### config.mk
export PLATFORM = sky130hd
export DESIGN_NAME = reliability_to_network_bridge_merger
export DESIGN_NICKNAME = d
export VERILOG_FILES = /design/src/rtl/ctrl_api_reliability_pkg.sv /design/src/rtl/reliability_axis_skid_buffer.sv /design/src/rtl/reliability_to_network_bridge_merger.sv
export SDC_FILE = /design/constraint.sdc
export NUM_CORES = 1
export LEC_CHECK = 0
export CORE_MARGIN = 2
export CORE_UTILIZATION = 53
export CTS_BUF_LIST = sky130_fd_sc_hd__clkbuf_4
export DETAILED_ROUTE_END_ITERATION = 16
export HOLD_SLACK_MARGIN = 0.12
export PLACE_DENSITY = 0.88
export SLEW_MARGIN = 40
export SYNTH_ARGS = -nofsm -noshare
export SYNTH_HDL_FRONTEND = slang
export SYNTH_SLANG_ARGS = --single-unit
export TNS_END_PERCENT = 30
### constraint.sdc
create_clock -name i_clk -period 4.5 [get_ports i_clk]
set_clock_uncertainty 0.05 [all_clocks]
set_input_delay 0.45 -clock i_clk [delete_from_list [all_inputs] [get_ports i_clk]]
set_output_delay 0.45 -clock i_clk [all_outputs]
set_load 0.02 [all_outputs]
### src/rtl/ctrl_api_reliability_pkg.sv
// ctrl_api_reliability_pkg: reliability message types, merger FSM states and per-port type legality helpers
package ctrl_api_reliability_pkg;
    localparam int RPM_MSG_TYPE_W = 8;
    localparam logic [RPM_MSG_TYPE_W-1:0] RPM_MSG_TYPE_PUB     = 8'd3;
    localparam logic [RPM_MSG_TYPE_W-1:0] RPM_MSG_TYPE_PUBREC  = 8'd5;
    localparam logic [RPM_MSG_TYPE_W-1:0] RPM_MSG_TYPE_PUBREL  = 8'd6;
    localparam logic [RPM_MSG_TYPE_W-1:0] RPM_MSG_TYPE_PUBCOMP = 8'd7;

    typedef enum logic [2:0] {
        ST_IDLE,
        ST_FWD_OB,
        ST_FWD_IB,
        ST_DROP_OB,
        ST_DROP_IB
    } merger_state_t;

    function automatic logic is_outbound_type(input logic [RPM_MSG_TYPE_W-1:0] t);
        return t == RPM_MSG_TYPE_PUB || t == RPM_MSG_TYPE_PUBREL;
    endfunction

    function automatic logic is_inbound_type(input logic [RPM_MSG_TYPE_W-1:0] t);
        return t == RPM_MSG_TYPE_PUBREC || t == RPM_MSG_TYPE_PUBCOMP;
    endfunction
endpackage

### src/rtl/reliability_axis_skid_buffer.sv
// reliability_axis_skid_buffer: 2-entry AXIS register slice with registered s_ready
//   clk, rst_n          clock, asynchronous active-low reset
//   s_valid/s_ready/s_data  upstream handshake and packed beat
//   m_valid/m_ready/m_data  downstream handshake and packed beat (held stable while stalled)
module reliability_axis_skid_buffer #(
    parameter int W = 8
) (
    input  logic         clk,
    input  logic         rst_n,
    input  logic         s_valid,
    output logic         s_ready,
    input  logic [W-1:0] s_data,
    output logic         m_valid,
    input  logic         m_ready,
    output logic [W-1:0] m_data
);
    logic         skid_valid;
    logic [W-1:0] skid_data;
    logic         acc;

    assign acc = s_valid && s_ready;

    // s_ready is always the inverse of skid occupancy, so a beat can land in the skid only when it is empty
    always_ff @(posedge clk or negedge rst_n) begin
        if (!rst_n) begin
            m_valid    <= 1'b0;
            m_data     <= '0;
            skid_valid <= 1'b0;
            skid_data  <= '0;
            s_ready    <= 1'b0;
        end else if (!m_valid || m_ready) begin
            m_valid    <= skid_valid || acc;
            if (skid_valid || acc) m_data <= skid_valid ? skid_data : s_data;
            skid_valid <= 1'b0;
            s_ready    <= 1'b1;
        end else if (acc) begin
            skid_valid <= 1'b1;
            skid_data  <= s_data;
            s_ready    <= 1'b0;
        end
    end
endmodule

### src/rtl/reliability_to_network_bridge_merger.sv
// reliability_to_network_bridge_merger: packet-level round-robin merge of reliability OB/IB streams to the network bridge
//   i_clk, i_ap_rst_n         clock, asynchronous active-low reset
//   from_rel_outbound_t*      AXIS slave carrying PUB/PUBREL
//   from_rel_inbound_t*       AXIS slave carrying PUBREC/PUBCOMP
//   to_network_bridge_t*      AXIS master, whole packets, no interleaving
//   o_drop_*                  1-cycle pulse per dropped (wrong-type) packet
//   o_drop_cnt_*              saturating dropped-packet counters
module reliability_to_network_bridge_merger
    import ctrl_api_reliability_pkg::*;
#(
    parameter int AXIS_DATA_WIDTH        = 64,
    parameter int AXIS_KEEP_WIDTH        = 8,
    parameter int AXIS_TO_NB_TDEST_WIDTH = 16,
    parameter int AXIS_TO_NB_TUSER_WIDTH = 16,
    parameter int PACKET_MSG_TYPE_WIDTH  = 8,
    parameter int DROP_CNT_WIDTH         = 16
) (
    input  logic                              i_clk,
    input  logic                              i_ap_rst_n,
    input  logic                              from_rel_outbound_tvalid,
    output logic                              from_rel_outbound_tready,
    input  logic [AXIS_DATA_WIDTH-1:0]        from_rel_outbound_tdata,
    input  logic [AXIS_KEEP_WIDTH-1:0]        from_rel_outbound_tkeep,
    input  logic [AXIS_TO_NB_TDEST_WIDTH-1:0] from_rel_outbound_tid,
    input  logic [AXIS_TO_NB_TDEST_WIDTH-1:0] from_rel_outbound_tdest,
    input  logic [AXIS_TO_NB_TUSER_WIDTH-1:0] from_rel_outbound_tuser,
    input  logic                              from_rel_outbound_tlast,
    input  logic                              from_rel_inbound_tvalid,
    output logic                              from_rel_inbound_tready,
    input  logic [AXIS_DATA_WIDTH-1:0]        from_rel_inbound_tdata,
    input  logic [AXIS_KEEP_WIDTH-1:0]        from_rel_inbound_tkeep,
    input  logic [AXIS_TO_NB_TDEST_WIDTH-1:0] from_rel_inbound_tid,
    input  logic [AXIS_TO_NB_TDEST_WIDTH-1:0] from_rel_inbound_tdest,
    input  logic [AXIS_TO_NB_TUSER_WIDTH-1:0] from_rel_inbound_tuser,
    input  logic                              from_rel_inbound_tlast,
    output logic                              to_network_bridge_tvalid,
    input  logic                              to_network_bridge_tready,
    output logic [AXIS_DATA_WIDTH-1:0]        to_network_bridge_tdata,
    output logic [AXIS_KEEP_WIDTH-1:0]        to_network_bridge_tkeep,
    output logic [AXIS_TO_NB_TDEST_WIDTH-1:0] to_network_bridge_tid,
    output logic [AXIS_TO_NB_TDEST_WIDTH-1:0] to_network_bridge_tdest,
    output logic [AXIS_TO_NB_TUSER_WIDTH-1:0] to_network_bridge_tuser,
    output logic                              to_network_bridge_tlast,
    output logic                              o_drop_outbound,
    output logic                              o_drop_inbound,
    output logic [DROP_CNT_WIDTH-1:0]         o_drop_cnt_outbound,
    output logic [DROP_CNT_WIDTH-1:0]         o_drop_cnt_inbound
);
    localparam int BW = AXIS_DATA_WIDTH + AXIS_KEEP_WIDTH + 2 * AXIS_TO_NB_TDEST_WIDTH + AXIS_TO_NB_TUSER_WIDTH + 1;

    merger_state_t state;
    logic          ptr_ib;
    logic          idle;
    logic          sb_ready;
    logic          sb_push;
    logic          ob_acc;
    logic          ib_acc;
    logic          ob_legal;
    logic          ib_legal;
    logic [BW-1:0] sb_in;
    logic [BW-1:0] sb_out;

    assign idle     = state == ST_IDLE;
    assign ob_legal = is_outbound_type(RPM_MSG_TYPE_W'(from_rel_outbound_tdata[PACKET_MSG_TYPE_WIDTH-1:0]));
    assign ib_legal = is_inbound_type(RPM_MSG_TYPE_W'(from_rel_inbound_tdata[PACKET_MSG_TYPE_WIDTH-1:0]));
    assign ob_acc   = from_rel_outbound_tvalid && from_rel_outbound_tready;
    assign ib_acc   = from_rel_inbound_tvalid && from_rel_inbound_tready;

    // In IDLE each port's ready looks only at the other port's valid and the pointer, never its own valid,
    // so the two readies are mutually exclusive whenever both sources are valid.
    always_comb begin
        from_rel_outbound_tready = idle ? sb_ready && (!ptr_ib || !from_rel_inbound_tvalid)
                                 : state == ST_FWD_OB ? sb_ready : state == ST_DROP_OB;
        from_rel_inbound_tready  = idle ? sb_ready && (ptr_ib || !from_rel_outbound_tvalid)
                                 : state == ST_FWD_IB ? sb_ready : state == ST_DROP_IB;
        sb_push = (ob_acc && (idle ? ob_legal : state == ST_FWD_OB))
               || (ib_acc && (idle ? ib_legal : state == ST_FWD_IB));
        sb_in   = ob_acc ? {from_rel_outbound_tdata, from_rel_outbound_tkeep, from_rel_outbound_tid,
                            from_rel_outbound_tdest, from_rel_outbound_tuser, from_rel_outbound_tlast}
                         : {from_rel_inbound_tdata, from_rel_inbound_tkeep, from_rel_inbound_tid,
                            from_rel_inbound_tdest, from_rel_inbound_tuser, from_rel_inbound_tlast};
    end

    always_ff @(posedge i_clk or negedge i_ap_rst_n) begin
        if (!i_ap_rst_n) begin
            state               <= ST_IDLE;
            ptr_ib              <= 1'b1;
            o_drop_outbound     <= 1'b0;
            o_drop_inbound      <= 1'b0;
            o_drop_cnt_outbound <= '0;
            o_drop_cnt_inbound  <= '0;
        end else begin
            o_drop_outbound <= idle && ob_acc && !ob_legal;
            o_drop_inbound  <= idle && ib_acc && !ib_legal;
            if (idle && ob_acc && !ob_legal && !(&o_drop_cnt_outbound))
                o_drop_cnt_outbound <= o_drop_cnt_outbound + DROP_CNT_WIDTH'(1);
            if (idle && ib_acc && !ib_legal && !(&o_drop_cnt_inbound))
                o_drop_cnt_inbound <= o_drop_cnt_inbound + DROP_CNT_WIDTH'(1);
            // A tlast beat ends the packet in any state, including a single-beat packet seen in IDLE
            if (ob_acc && from_rel_outbound_tlast) begin
                state  <= ST_IDLE;
                ptr_ib <= 1'b1;
            end else if (ib_acc && from_rel_inbound_tlast) begin
                state  <= ST_IDLE;
                ptr_ib <= 1'b0;
            end else if (idle && ob_acc) begin
                state <= ob_legal ? ST_FWD_OB : ST_DROP_OB;
            end else if (idle && ib_acc) begin
                state <= ib_legal ? ST_FWD_IB : ST_DROP_IB;
            end
        end
    end

    reliability_axis_skid_buffer #(.W(BW)) u_skid (
        .clk     (i_clk),
        .rst_n   (i_ap_rst_n),
        .s_valid (sb_push),
        .s_ready (sb_ready),
        .s_data  (sb_in),
        .m_valid (to_network_bridge_tvalid),
        .m_ready (to_network_bridge_tready),
        .m_data  (sb_out)
    );

    assign {to_network_bridge_tdata, to_network_bridge_tkeep, to_network_bridge_tid,
            to_network_bridge_tdest, to_network_bridge_tuser, to_network_bridge_tlast} = sb_out;
endmodule
# Word level (Yosys, flattened, before mapping)

Cells that the tools add are included.

Flip-flop bits (word level): 283
Output and inout bits: 158
Bits of input ports: 247
Word-level logic and storage cells: 80

Equality and inequality tests: 8
Multiplexer cells: 20
Add/sub/neg operators: 2
Bitwise logic cells: 1
Reduce and logical (&&, ||, !) cells: 38

Operators with widths:

| kind                                                | count |
|---|---|
| two-way mux 121 bit                                 | 2 |
| adder 16 x 1 -> 16 bit, second input constant       | 2 |
| AND reduction 16 bit                                | 2 |
| equality test 8 x 3 -> 1 bit, second input constant | 3 |
| logical AND 1 bit                                   | 15 |
| two-way mux 3 bit                                   | 5 |
| two-way mux 1 bit                                   | 12 |
| equality test 8 x 2 -> 1 bit, second input constant | 1 |
| zero test 1 bit                                     | 8 |
| logical OR 1 bit                                    | 7 |
| equality test 3 x 2 -> 1 bit, second input constant | 2 |
| AND reduction 2 bit                                 | 2 |
| nonzero test 2 bit                                  | 2 |
| nonzero test 4 bit                                  | 1 |
| equality test 3 x 1 -> 1 bit, second input constant | 1 |
| equality test 3 bit, second input constant          | 1 |
| zero test 3 bit                                     | 1 |
| two-way mux 2 bit                                   | 1 |
| inverter 1 bit                                      | 1 |

# Depth between registers and ports, before layout

Gate-level depths: netlist of run 1.

Depth in word-level cells: 10
Depth in mapped cells: 8
Mapped depth without buffers: 6

# By module

A second synthesis of run 1 with hierarchy kept.

Cells, all modules: 979
Area total of the unflattened synthesis: 15170.8 um2

By module, submodules not included:

| module                               | cells each | seq. area each (um2) | instances | area an instance (um2) |
|---|---|---|---|---|
| reliability_axis_skid_buffer         | 657        | 6130.9               | 1         | 11695.0 |
| reliability_to_network_bridge_merger | 322        | 952.2                | 1         | 3475.8 |

# Worst setup path after synthesis of run 1

OpenSTA, ideal clock, no wires.

Path kind: reg-to-reg
Start: register state[1]
End: register state[1]
Path slack: 1.817 ns
Path buffers: 1
Setup time: 0.128 ns
Clock period less this slack: 2.683 ns
Stages on the path, launching flop included: 7
Required time: 4.322 ns
Data arrival time: 2.505 ns
Cell sequence: dfrtp_1 > clkbuf_1 > nor4b_1 > a2111oi_0 > nand3_1 > a21boi_0 > nor3b_1

Elaborated cells between the ends (all ways): 19
Those cells by class: eq/ne: 4; mux: 7; reduce/logical: 8

RTL lines:

| element                                                             | RTL line                                    | source |
|---|---|---|
| start, declared                                                     | reliability_to_network_bridge_merger.sv:51  | `merger_state_t state;` |
| start signal, assigned                                              | reliability_to_network_bridge_merger.sv:107 | `state <= ob_legal ? ST_FWD_OB : ST_DROP_OB;` |
| start signal, assigned                                              | reliability_to_network_bridge_merger.sv:109 | `state <= ib_legal ? ST_FWD_IB : ST_DROP_IB;` |
| equality test 3 bit or equality test 3 x 2 -> 1 bit (tied branches) | reliability_to_network_bridge_merger.sv:75  | `: state == ST_FWD_IB ? sb_ready : state == ST_DROP_IB;` |
| two-way mux 1 bit                                                   | reliability_to_network_bridge_merger.sv:75  |  |
| two-way mux 1 bit (*)                                               | reliability_to_network_bridge_merger.sv:74  | `from_rel_inbound_tready = idle ? sb_ready && (ptr_ib \|\| !from_rel_outbound_tvalid)` |
| via from_rel_inbound_tready                                         | reliability_to_network_bridge_merger.sv:29  | `output logic from_rel_inbound_tready,` |
| logical AND 1 bit (*)                                               | reliability_to_network_bridge_merger.sv:67  | `assign ib_acc = from_rel_inbound_tvalid && from_rel_inbound_tready;` |
| logical AND 1 bit                                                   | reliability_to_network_bridge_merger.sv:103 | `end else if (ib_acc && from_rel_inbound_tlast) begin` |
| two-way mux 3 bit                                                   | reliability_to_network_bridge_merger.sv:103 |  |
| two-way mux 3 bit                                                   | reliability_to_network_bridge_merger.sv:100 | `if (ob_acc && from_rel_outbound_tlast) begin` |

Mark *: on every way through the listed nets, which the timed path passes. The rest lies on a longest branch.
A chain may end at the register's enable or synchronous reset.

# Worst setup path after layout of run 1

Start: register ptr_ib
End: output port from_rel_inbound_tready

Word-level cells in the longest chain between the ends: 3

RTL lines:

| element                | RTL line                                    | source |
|---|---|---|
| start, declared        | reliability_to_network_bridge_merger.sv:52  | `logic ptr_ib;` |
| start signal, assigned | reliability_to_network_bridge_merger.sv:87  | `ptr_ib <= 1'b1;` |
| start signal, assigned | reliability_to_network_bridge_merger.sv:102 | `ptr_ib <= 1'b1;` |
| start signal, assigned | reliability_to_network_bridge_merger.sv:105 | `ptr_ib <= 1'b0;` |
| logical OR 1 bit       | reliability_to_network_bridge_merger.sv:74  |  |
| logical AND 1 bit      | reliability_to_network_bridge_merger.sv:74  |  |
| two-way mux 1 bit      | reliability_to_network_bridge_merger.sv:74  |  |
| end, declared          | reliability_to_network_bridge_merger.sv:29  |  |

Every way passes these cells.

==> results of run 1 <==
-- state kept, by name, indices dropped and copies added (netlist names) --
signal / count
u_skid.skid_data: 121
o_drop_cnt_inbound: 16
o_drop_outbound: 1
ptr_ib: 1
u_skid.m_data: 121
u_skid.skid_valid: 1
o_drop_cnt_outbound: 16
u_skid.m_valid: 1
u_skid.s_ready: 1
state: 3
o_drop_inbound: 1
-- critical path: stages, from the launching register on --
cell             delay (ns)
dfstp_2                0.57
nor4b_1                0.06
a2111oi_1              0.58
clkdlybuf4s50_1        0.77
-- cells by family (layout without fill, tap and decap cells) --
family,count (synthesis),after routing,synth area share
DFF,283,283,0.5037
other,0,5,0
adders and majority gates,2,2,0.001779
muxes,472,472,0.3584
buffers and inverters,179,661,0.05757
and+or+nand+nor,107,107,0.04066
xor gates and xnor gates,26,26,0.01619
AOI/OAI and AO/OA,40,40,0.02171
-- worst min-delay path by stage --
stage / from / endpoint / slack (ns) / cells after the start
2_1_floorplan: i_ap_rst_n / o_drop_cnt_inbound[0] / 0.10 / 0
3_3_place_gp: u_skid.skid_data[40] / u_skid.skid_data[40] / 0.42 / 1
3_5_place_dp: u_skid.skid_data[31] / u_skid.skid_data[31] / 0.42 / 1
4_1_cts: i_ap_rst_n / u_skid.skid_data[112] / 0.34 / 2
5_1_grt: from_rel_outbound_tlast / ptr_ib / 0.37 / 2
6_report: i_ap_rst_n / u_skid.skid_data[112] / 0.35 / 2
-- area by class of cell --
cell class                 instances  area share
tap                              335     0.02174
inverter                         123     0.02421
multi-input combinational        647      0.3220
clock buffer                     110     0.04283
antenna                            5   0.0006490
sequential                       283      0.3674
timing repair buffer             417      0.2191
clock inverter                    11    0.002142
-- cell usage after synthesis, types with 4 or more instances --
master    instances  area share
a21oi_1          10      0.0036
a32o_1            7      0.0050
and3_1            4      0.0018
buf_1             6      0.0016
buf_2            20      0.0071
buf_6            15       0.012
clkbuf_1         15      0.0040
dfrtp_1         282        0.50
inv_1           122       0.033
mux2_1           21       0.017
mux2_2          111       0.089
mux2_4           30       0.032
mux2i_1         310        0.22
nand2_1          24      0.0064
nand3_1          25      0.0089
nand4_1           6      0.0027
nor2_1           17      0.0045
nor3_1            6      0.0021
o21a_1            4      0.0021
xnor2_1          23       0.014
-- per-layer routing --
metal,share of wire,vias up,global-route usage
met1,0.40,4957,0.3133
met2,0.49,410,0.4310
met4,0.030,0,0.1004
li1,-,4767,-
met3,0.084,76,0.08175
met5,0,-,0
-- report_power, final --
part / internal, mW / switching, mW / total [mW]
registers: 3.68 / 0.588 / 4.26
logic: 2.83 / 2.72 / 5.55
clock network: 1.11 / 1.02 / 2.13
total: 7.61 / 4.33 / 11.9
-- through the flow --
| step | power (mW) | area, um2 |
|---|---|---|
| after floorplan | 7.575 | 14060 |
| after global placement | 9.678 | 18390 |
| after detailed placement | 9.894 | 18390 |
| after CTS | 12.07 | 19270 |
| after global routing | 12.67 | 19280 |
| final | 11.94 | 19280 |
-- what timing repair did --
item                                   CTS  global route
endpoints found under the hold margin   92             0
resized for setup                        0             0
hold buffers                             1             0
-- placed cells by master, fill, tap and decap left out, types with 7 or more instances in the layout --
cell type and n:
mux2_2 111, clkinv_1 8, a21oi_1 10, dfrtp_1 282, mux2_4 30, clkbuf_4 110
mux2i_1 310, nand2_1 24, inv_1 122, a32o_1 7, xnor2_1 23, nor2_1 17
nand3_1 25, clkdlybuf4s50_1 403, mux2_1 21
==> flow_metrics.env, run 1 <==
export IMPL_cts_made_buffers=74
export IMPL_worstSetupEndpointType="primary output"
export IMPL_async_flop_share=1.000
export IMPL_grt_use_total=0.2583
export IMPL_die_area_um2=27850
export IMPL_clk_latency_ns=0.67
export IMPL_max_cap_violations=0
export IMPL_grt_pass1_wl_um=57390
export IMPL_ys_ff_latch=283
export IMPL_pre_cts_slack_ns=1.181
export IMPL_drc=0
export IMPL_finalWirelength_um=35840
export IMPL_wire_per_inst_um=18.56
export IMPL_placed_cells=1804
export IMPL_max_slew_margin=0.4443
export IMPL_syn_area_per_cell_um2=12.68
export IMPL_ir_worst_vdd_mv=0.4544
export IMPL_tns_ns=0
export IMPL_synth_area_um2=14060
export IMPL_syn2layout_area_growth_pct=37.10
export IMPL_tightestPinTransition_ns=0.8335
export IMPL_crit_start="ptr_ib"
export IMPL_synth_ff_type="dfrtp_1"
export IMPL_die_y_um=166.9
export IMPL_grt_pass1_vias=10880
export IMPL_power_density_nw_per_um2=619.2
export IMPL_antenna_found_initial=4
export IMPL_status="finished clean"
export IMPL_rows=59
export IMPL_hold_viol_final=0
export IMPL_worstSetupPathType="reg -> out"
export IMPL_ctsHtreeMaxLevel=3
export IMPL_grt_overflow=0
export IMPL_grt_max_degree=122
export IMPL_io_buffer_count=404
export IMPL_num_vias=10210
export IMPL_root_buffer="clkbuf_4"
export IMPL_cts_tree="built"
export IMPL_post_cts_buffers=0
export IMPL_holdWs_ns=0.3526
export IMPL_fill_cells=1781
export IMPL_core_area_um2=26060
export IMPL_finalSetupViolations=0
export IMPL_fmax_mhz=318.0
export IMPL_crit_fanout=5
export IMPL_synth_cell_types=53
export IMPL_seq_area_frac_synth=0.5037
export IMPL_cts_clk_slew_worst_paths_ns=0.07
export IMPL_timing_rr_end="u_skid.m_data[72]"
export IMPL_rsz0062_at_grt="false"
export IMPL_clock_sinks=283
export IMPL_post_dp_hpwl_um=25460
export IMPL_min_path_type="in -> async"
export IMPL_start_util=0.5396
export IMPL_syn_nets=1358
export IMPL_register_area_um2=7083
export IMPL_multi_input_area_um2=6207
export IMPL_arrival_ns=2.64
export IMPL_r2r_start="state[1]"
export IMPL_critPathLaunchType="flop"
export IMPL_reg2reg_slack_ns=1.82
export IMPL_cts_buffer_depth=3
export IMPL_critPathRequiredTime_ns=4.00
export IMPL_place_congestion=0.8211
export IMPL_drive_gt1_frac=0.1747
export IMPL_io_pins=405
export IMPL_worst_slack_ns=1.356
export IMPL_dr_first_iter_drc_count=547
export IMPL_synth_edf_count=0
export IMPL_p_leak_nw=9.860
export IMPL_fin_crit_sh=0.6987
export IMPL_antenna_left=0
export IMPL_stdcell_count=1931
export IMPL_die_w_um=166.9
export IMPL_crit_path_end="from_rel_inbound_tready"
export IMPL_worst_r2r_cell_count=5
export IMPL_syn_inst=1109
export IMPL_period_minus_slack_ns=3.144
export IMPL_drt_pass1_iter_count=5
export IMPL_viasPerCell=5.287
export IMPL_yosysWarnings=0
export IMPL_fin_util=0.7399
export IMPL_slew_viol_final=0
export IMPL_nets=1795
Note: power is estimated with default switching activity, not from simulation.
==> run 2: changes to the inputs <==
--- a/config.mk
+++ b/config.mk
@@ -6,11 +6,11 @@
 export NUM_CORES = 1
 export LEC_CHECK = 0
 export CORE_MARGIN = 2
-export CORE_UTILIZATION = 53
+export CORE_UTILIZATION = 50
 export CTS_BUF_LIST = sky130_fd_sc_hd__clkbuf_4
 export DETAILED_ROUTE_END_ITERATION = 16
 export HOLD_SLACK_MARGIN = 0.12
-export PLACE_DENSITY = 0.88
+export PLACE_DENSITY = 0.83
 export SLEW_MARGIN = 40
 export SYNTH_ARGS = -nofsm -noshare
 export SYNTH_HDL_FRONTEND = slang
==> constraint.sdc (replaced) <==
create_clock -name i_clk -period 2.9 [get_ports i_clk]
set_clock_uncertainty 0.05 [all_clocks]
set_input_delay 0.29 -clock i_clk [delete_from_list [all_inputs] [get_ports i_clk]]
set_output_delay 0.29 -clock i_clk [all_outputs]
set_load 0.02 [all_outputs]
==> run 2 against run 1 <==
Non-clock buffer count up 36. Critical path type unchanged. Largest power group unchanged. Highest routed layer unchanged. Largest cell class unchanged. Die area up 5.9%. Worst hold slack worse by 0.17 ns.
==> flow_metrics.env, run 2 (synthesis gave the netlist of run 1 again) <==
export IMPL_postLayoutCellArea_um2=19900
export IMPL_antenna_left=0
export IMPL_nets=1832
export IMPL_io_buffer_count=404
export IMPL_clock_sinks=283
export IMPL_core_area_um2=27710
export IMPL_p_leak_nw=10.16
export IMPL_grt_use_total=0.2440
export IMPL_post_dp_hpwl_um=27090
export IMPL_io_pins=405
export IMPL_die_y_um=171.7
export IMPL_cts_made_buffers=75
export IMPL_critPathLaunchType="flop"
export IMPL_fin_util=0.7184
export IMPL_antenna_found_initial=4
export IMPL_ctsHtreeMaxLevel=3
export IMPL_crit_fanout=10
export IMPL_grt_pass1_wl_um=56010
export IMPL_start_util=0.5076
export IMPL_ir_worst_vdd_mv=0.5310
export IMPL_grt_overflow=0
export IMPL_final_common_cell="clkdlybuf4s50_1"
export IMPL_viasPerCell=5.109
export IMPL_slew_viol_final=0
export IMPL_hold_viol_final=0
export IMPL_dr_first_iter_drc_count=437
export IMPL_rows=61
export IMPL_fin_crit_sh=0.9209
export IMPL_cp_cell_sequence="a21oi_1, nor2_1, nor2_1, clkdlybuf4s50_1"
export IMPL_syn2layout_area_growth_pct=41.53
export IMPL_period_minus_slack_ns=2.671
export IMPL_min_path_type="in -> async"
export IMPL_clk_latency_ns=0.68
export IMPL_worstSetupPathType="reg -> out"
export IMPL_path_common_cell="nor2_1"
export IMPL_tightestPinTransition_ns=0.7089
export IMPL_critPathRequiredTime_ns=2.56
export IMPL_worstSetupEndpointType="primary output"
export IMPL_arrival_ns=2.33
export IMPL_post_cts_buffers=0
export IMPL_crit_buf_inv=1
export IMPL_tns_ns=0
export IMPL_top_regs="u_skid.m_data: 121 flops, u_skid.skid_data: 121 flops"
export IMPL_drive_gt1_frac=0.1950
export IMPL_drt_pass1_iter_count=5
export IMPL_critPathTopFamily="buffers and inverters"
export IMPL_finalWirelength_um=36380
export IMPL_grt_max_degree=79
export IMPL_slowest_delay_ns=0.68
export IMPL_status="finished clean"
export IMPL_cts_tree="built"
export IMPL_power_density_nw_per_um2=969.8
export IMPL_num_vias=10320
export IMPL_finalSetupViolations=0
export IMPL_rsz0062_at_grt="false"
export IMPL_layout_common_cells="clkdlybuf4s50_1 (402), mux2i_1 (310), dfrtp_1 (282)"
export IMPL_fill_cells=1904
export IMPL_drc=0
export IMPL_max_cap_violations=0
export IMPL_root_buffer="clkbuf_4"
export IMPL_wire_per_inst_um=18.02
export IMPL_fmax_mhz=374.5
export IMPL_multi_input_area_um2=6206
export IMPL_die_area_um2=29480
export IMPL_die_w_um=171.7
export IMPL_cts_buffer_depth=3
export IMPL_dpl_cell_area_um2=18860
export IMPL_crit_slowest_cell="clkdlybuf4s50_1"
export IMPL_max_slew_margin=0.5265
export IMPL_grt_pass1_vias=10800
export IMPL_place_congestion=0.8877
export IMPL_cts_clk_slew_worst_paths_ns=0.06
export IMPL_register_area_um2=7083
[run 2: area by class of cell]
type	count	area share
Clock buffer	113	0.04262
Clock inverter	17	0.008550
Multi-Input combinational cell	647	0.3118
Sequential cell	283	0.3559
Inverter	123	0.02345
Tap cell	378	0.02376
Timing Repair Buffer	453	0.2333
Antenna cell	5	0.0006287
[run 2: metrics by stage]
stage / setup WS (ns) / power (mW) / hold WS (ns) / cells
after floorplan: 0.2167 / 11.75 / -0.05559 / 1109
after global placement: 0.1320 / 15.35 / 0.2804 / 1883
after detailed placement: 0.03259 / 15.66 / 0.2778 / 1883
after CTS: 0.1811 / 19.49 / 0.1440 / 2014
after global routing: 0.07305 / 20.42 / 0.1634 / 2018
final: 0.2295 / 19.30 / 0.1788 / 2019
[run 2: timing repair]
| action | in CTS | in global routing |
|---|---|---|
| resized for setup | 1 | 0 |
| hold endpoints to repair | 277 | 0 |
| setup endpoints to repair | 1 | 0 |
| hold buffers | 1 | 0 |
[run 2: report_power, final]
| group | internal, mW | switching (mW) | leakage, nW | total, mW |
|---|---|---|---|---|
| logic | 4.59 | 4.30 | 6.24 | 8.89 |
| registers | 5.71 | 0.944 | 3.31 | 6.65 |
| clock network | 2.13 | 1.63 | 0.599 | 3.76 |
| total | 12.4 | 6.87 | 10.2 | 19.3 |
[run 2: routing by layer]
metal	track usage	routed length, um	part of all wire	vias to the layer above
li1	-	-	-	4851
met1	0.2841	14210	0.39	5014
met2	0.4234	18010	0.49	387
met3	0.07823	3329	0.092	63
met4	0.08475	831	0.023	0
met5	0	0	0	-
[run 2: path summary, 6_finish.rpt]
check,from,depth (start not counted),slack (ns),endpoint
max,state[1],4,0.23,from_rel_outbound_tready
min,i_ap_rst_n,2,0.18,u_skid.skid_data[115]
max reg2reg,state[1],6,0.48,u_skid.m_data[73]
min reg2reg,u_skid.skid_data[38],1,0.43,u_skid.skid_data[38]
max in group asynchronous,i_ap_rst_n,4,1.79,u_skid.skid_data[98]
min in group i_clk,from_rel_outbound_tlast,2,0.26,ptr_ib
==> run 3: changes to the inputs <==
--- a/config.mk
+++ b/config.mk
@@ -6,11 +6,12 @@
 export NUM_CORES = 1
 export LEC_CHECK = 0
 export CORE_MARGIN = 2
-export CORE_UTILIZATION = 50
+export CORE_UTILIZATION = 53
 export CTS_BUF_LIST = sky130_fd_sc_hd__clkbuf_4
 export DETAILED_ROUTE_END_ITERATION = 16
 export HOLD_SLACK_MARGIN = 0.12
-export PLACE_DENSITY = 0.83
+export PLACE_DENSITY_LB_ADDON = 0.3
+export SKIP_LAST_GASP = 1
 export SLEW_MARGIN = 40
 export SYNTH_ARGS = -nofsm -noshare
 export SYNTH_HDL_FRONTEND = slang
==> constraint.sdc (replaced) <==
create_clock -name i_clk -period 3.3 [get_ports i_clk]
set_clock_uncertainty 0.05 [all_clocks]
set_input_delay 0.33 -clock i_clk [delete_from_list [all_inputs] [get_ports i_clk]]
set_output_delay 0.33 -clock i_clk [all_outputs]
set_load 0.02 [all_outputs]
==> run 3 against run 2 <==
First-iteration DRC count increased by 9.6%. Sequential cell count unchanged. Clock power decreased by 14%. Global-route usage increased by 0.69 points. Sequential power decreased by 12%. Cell count decreased by 3.8%. Critical endpoint is now from_rel_inbound_tready.
==> flow_metrics.env, run 3 (synthesis gave the netlist of run 1 again) <==
export IMPL_finalWirelength_um=35230
export IMPL_drc=0
export IMPL_clock_sinks=283
export IMPL_place_congestion=0.8142
export IMPL_cts_resized_gates=0
export IMPL_dr_first_iter_drc_count=479
export IMPL_top_regs="u_skid.m_data: 121 flops, u_skid.skid_data: 121 flops"
export IMPL_io_buffer_count=404
export IMPL_rsz0062_at_grt="false"
export IMPL_p_sw_mw=5.959
export IMPL_worstSetupPathType="reg -> out"
export IMPL_cts_clk_slew_worst_paths_ns=0.06
export IMPL_die_w_um=166.9
export IMPL_max_cap_violations=0
export IMPL_p_leak_nw=9.991
export IMPL_hold_viol_final=0
export IMPL_pwr_share_comb=0.456
export IMPL_power_density_nw_per_um2=855.3
export IMPL_syn2layout_area_growth_pct=38.90
export IMPL_antenna_found_initial=1
export IMPL_grt_max_degree=81
export IMPL_ctsHtreeMaxLevel=3
export IMPL_max_slew_margin=0.4646
export IMPL_critPathRequiredTime_ns=2.92
export IMPL_critPathLaunchType="flop"
export IMPL_core_area_um2=26060
export IMPL_ir_worst_vdd_mv=0.5298
export IMPL_period_minus_slack_ns=2.932
export IMPL_pwr_share_seq=0.349
export IMPL_min_path_type="in -> async"
export IMPL_arrival_ns=2.55
export IMPL_rows=59
export IMPL_tns_ns=0
export IMPL_holdWs_ns=0.1830
export IMPL_viasPerCell=5.256
export IMPL_grt_overflow=0
export IMPL_tightestPinTransition_ns=0.7957
export IMPL_grt_use_total=0.2509
export IMPL_die_area_um2=27850
export IMPL_cts_buffer_depth=3
export IMPL_fin_crit_sh=0.8886
export IMPL_dpl_cell_area_um2=18510
export IMPL_crit_fanout=10
export IMPL_layout_common_cells="clkdlybuf4s50_1 (403), mux2i_1 (310), dfrtp_1 (282)"
export IMPL_fill_cells=1782
export IMPL_drt_pass1_iter_count=4
export IMPL_nets=1804
export IMPL_clk_latency_ns=0.66
export IMPL_wire_per_inst_um=18.14
export IMPL_final_common_cell="clkdlybuf4s50_1"
export IMPL_cts_tree="built"
export IMPL_antenna_left=0
export IMPL_die_y_um=166.9
export IMPL_slew_viol_final=0
export IMPL_finalSetupViolations=0
export IMPL_fmax_mhz=341.0
export IMPL_switching_share=0.3567
export IMPL_postLayoutCellArea_um2=19530
export IMPL_fin_util=0.7496
export IMPL_grt_pass1_wl_um=55910
export IMPL_worstSetupEndpointType="primary output"
export IMPL_cts_made_buffers=77
export IMPL_io_pins=405
export IMPL_p_int_mw=10.75
export IMPL_num_vias=10210
export IMPL_start_util=0.5396
export IMPL_root_buffer="clkbuf_4"
export IMPL_grt_pass1_vias=10760
export IMPL_status="finished clean"
export IMPL_post_dp_hpwl_um=25430
export IMPL_p_clk_frac=0.195
export IMPL_drive_gt1_frac=0.1831
[run 3: layout make-up]
cell class              instances  area, um2  share of cell area
flip-flops and latches        283       7083              0.3626
multi-input cells             647       6206              0.3177
repair buffers                423       4344              0.2224
clock buffers                 118      885.9             0.04535
inverters                     123      466.7             0.02389
well taps                     335      419.2             0.02146
clock inverters                12      125.1            0.006406
diodes                          1      2.502           0.0001281
[run 3: layer usage]
layer	part of all wire	track usage	vias up
met3	0.082	0.08294	59
li1	-	-	4771
met5	0	0	-
met4	0.025	0.08921	0
met1	0.40	0.3068	5012
met2	0.50	0.4172	365
[run 3: metrics by stage]
stage / instances / setup WS (ns) / power (mW)
global route: 1942 / 0.2319 / 17.71
detailed placement: 1810 / 0.3834 / 13.55
floorplan: 1109 / 0.6167 / 10.33
CTS: 1941 / 0.3047 / 16.90
finish: 1942 / 0.3676 / 16.71
global placement: 1810 / 0.4271 / 13.25
[run 3: final timing paths]
| path | startpoint | to | slack [ns] | cells after the start |
|---|---|---|---|---|
| max in group asynchronous | i_ap_rst_n | u_skid.skid_data[44] | 2.09 | 3 |
| min | i_ap_rst_n | u_skid.skid_data[66] | 0.18 | 2 |
| min reg2reg | u_skid.skid_data[37] | u_skid.skid_data[37] | 0.44 | 1 |
| max | state[1] | from_rel_inbound_tready | 0.37 | 4 |
| max reg2reg | state[2] | u_skid.skid_data[71] | 0.81 | 7 |
| min in group i_clk | from_rel_outbound_tlast | ptr_ib | 0.30 | 2 |
[run 3: power groups by stage]
stage | registers, mW | clock network (mW) | logic [mW]
2_1_floorplan | 6.72 | 0 | 3.61
3_3_place_gp | 5.80 | 0 | 7.45
3_5_place_dp | 5.87 | 0 | 7.68
4_1_cts | 5.83 | 3.36 | 7.71
5_1_grt | 6.00 | 3.54 | 8.16
6_report | 5.83 | 3.25 | 7.62
[run 3: critical path, cell delays in order (launching register included)]
cell	delay, ns
dfrtp_1	0.56
nor4b_1	0.11
a2111oi_0	0.43
buf_4	0.21
clkdlybuf4s50_1	0.61
[run 3: what timing repair did]
action | CTS | global route
hold endpoints to repair | 81 | 0
buffers inserted | 0 | 0
hold buffers | 1 | 0
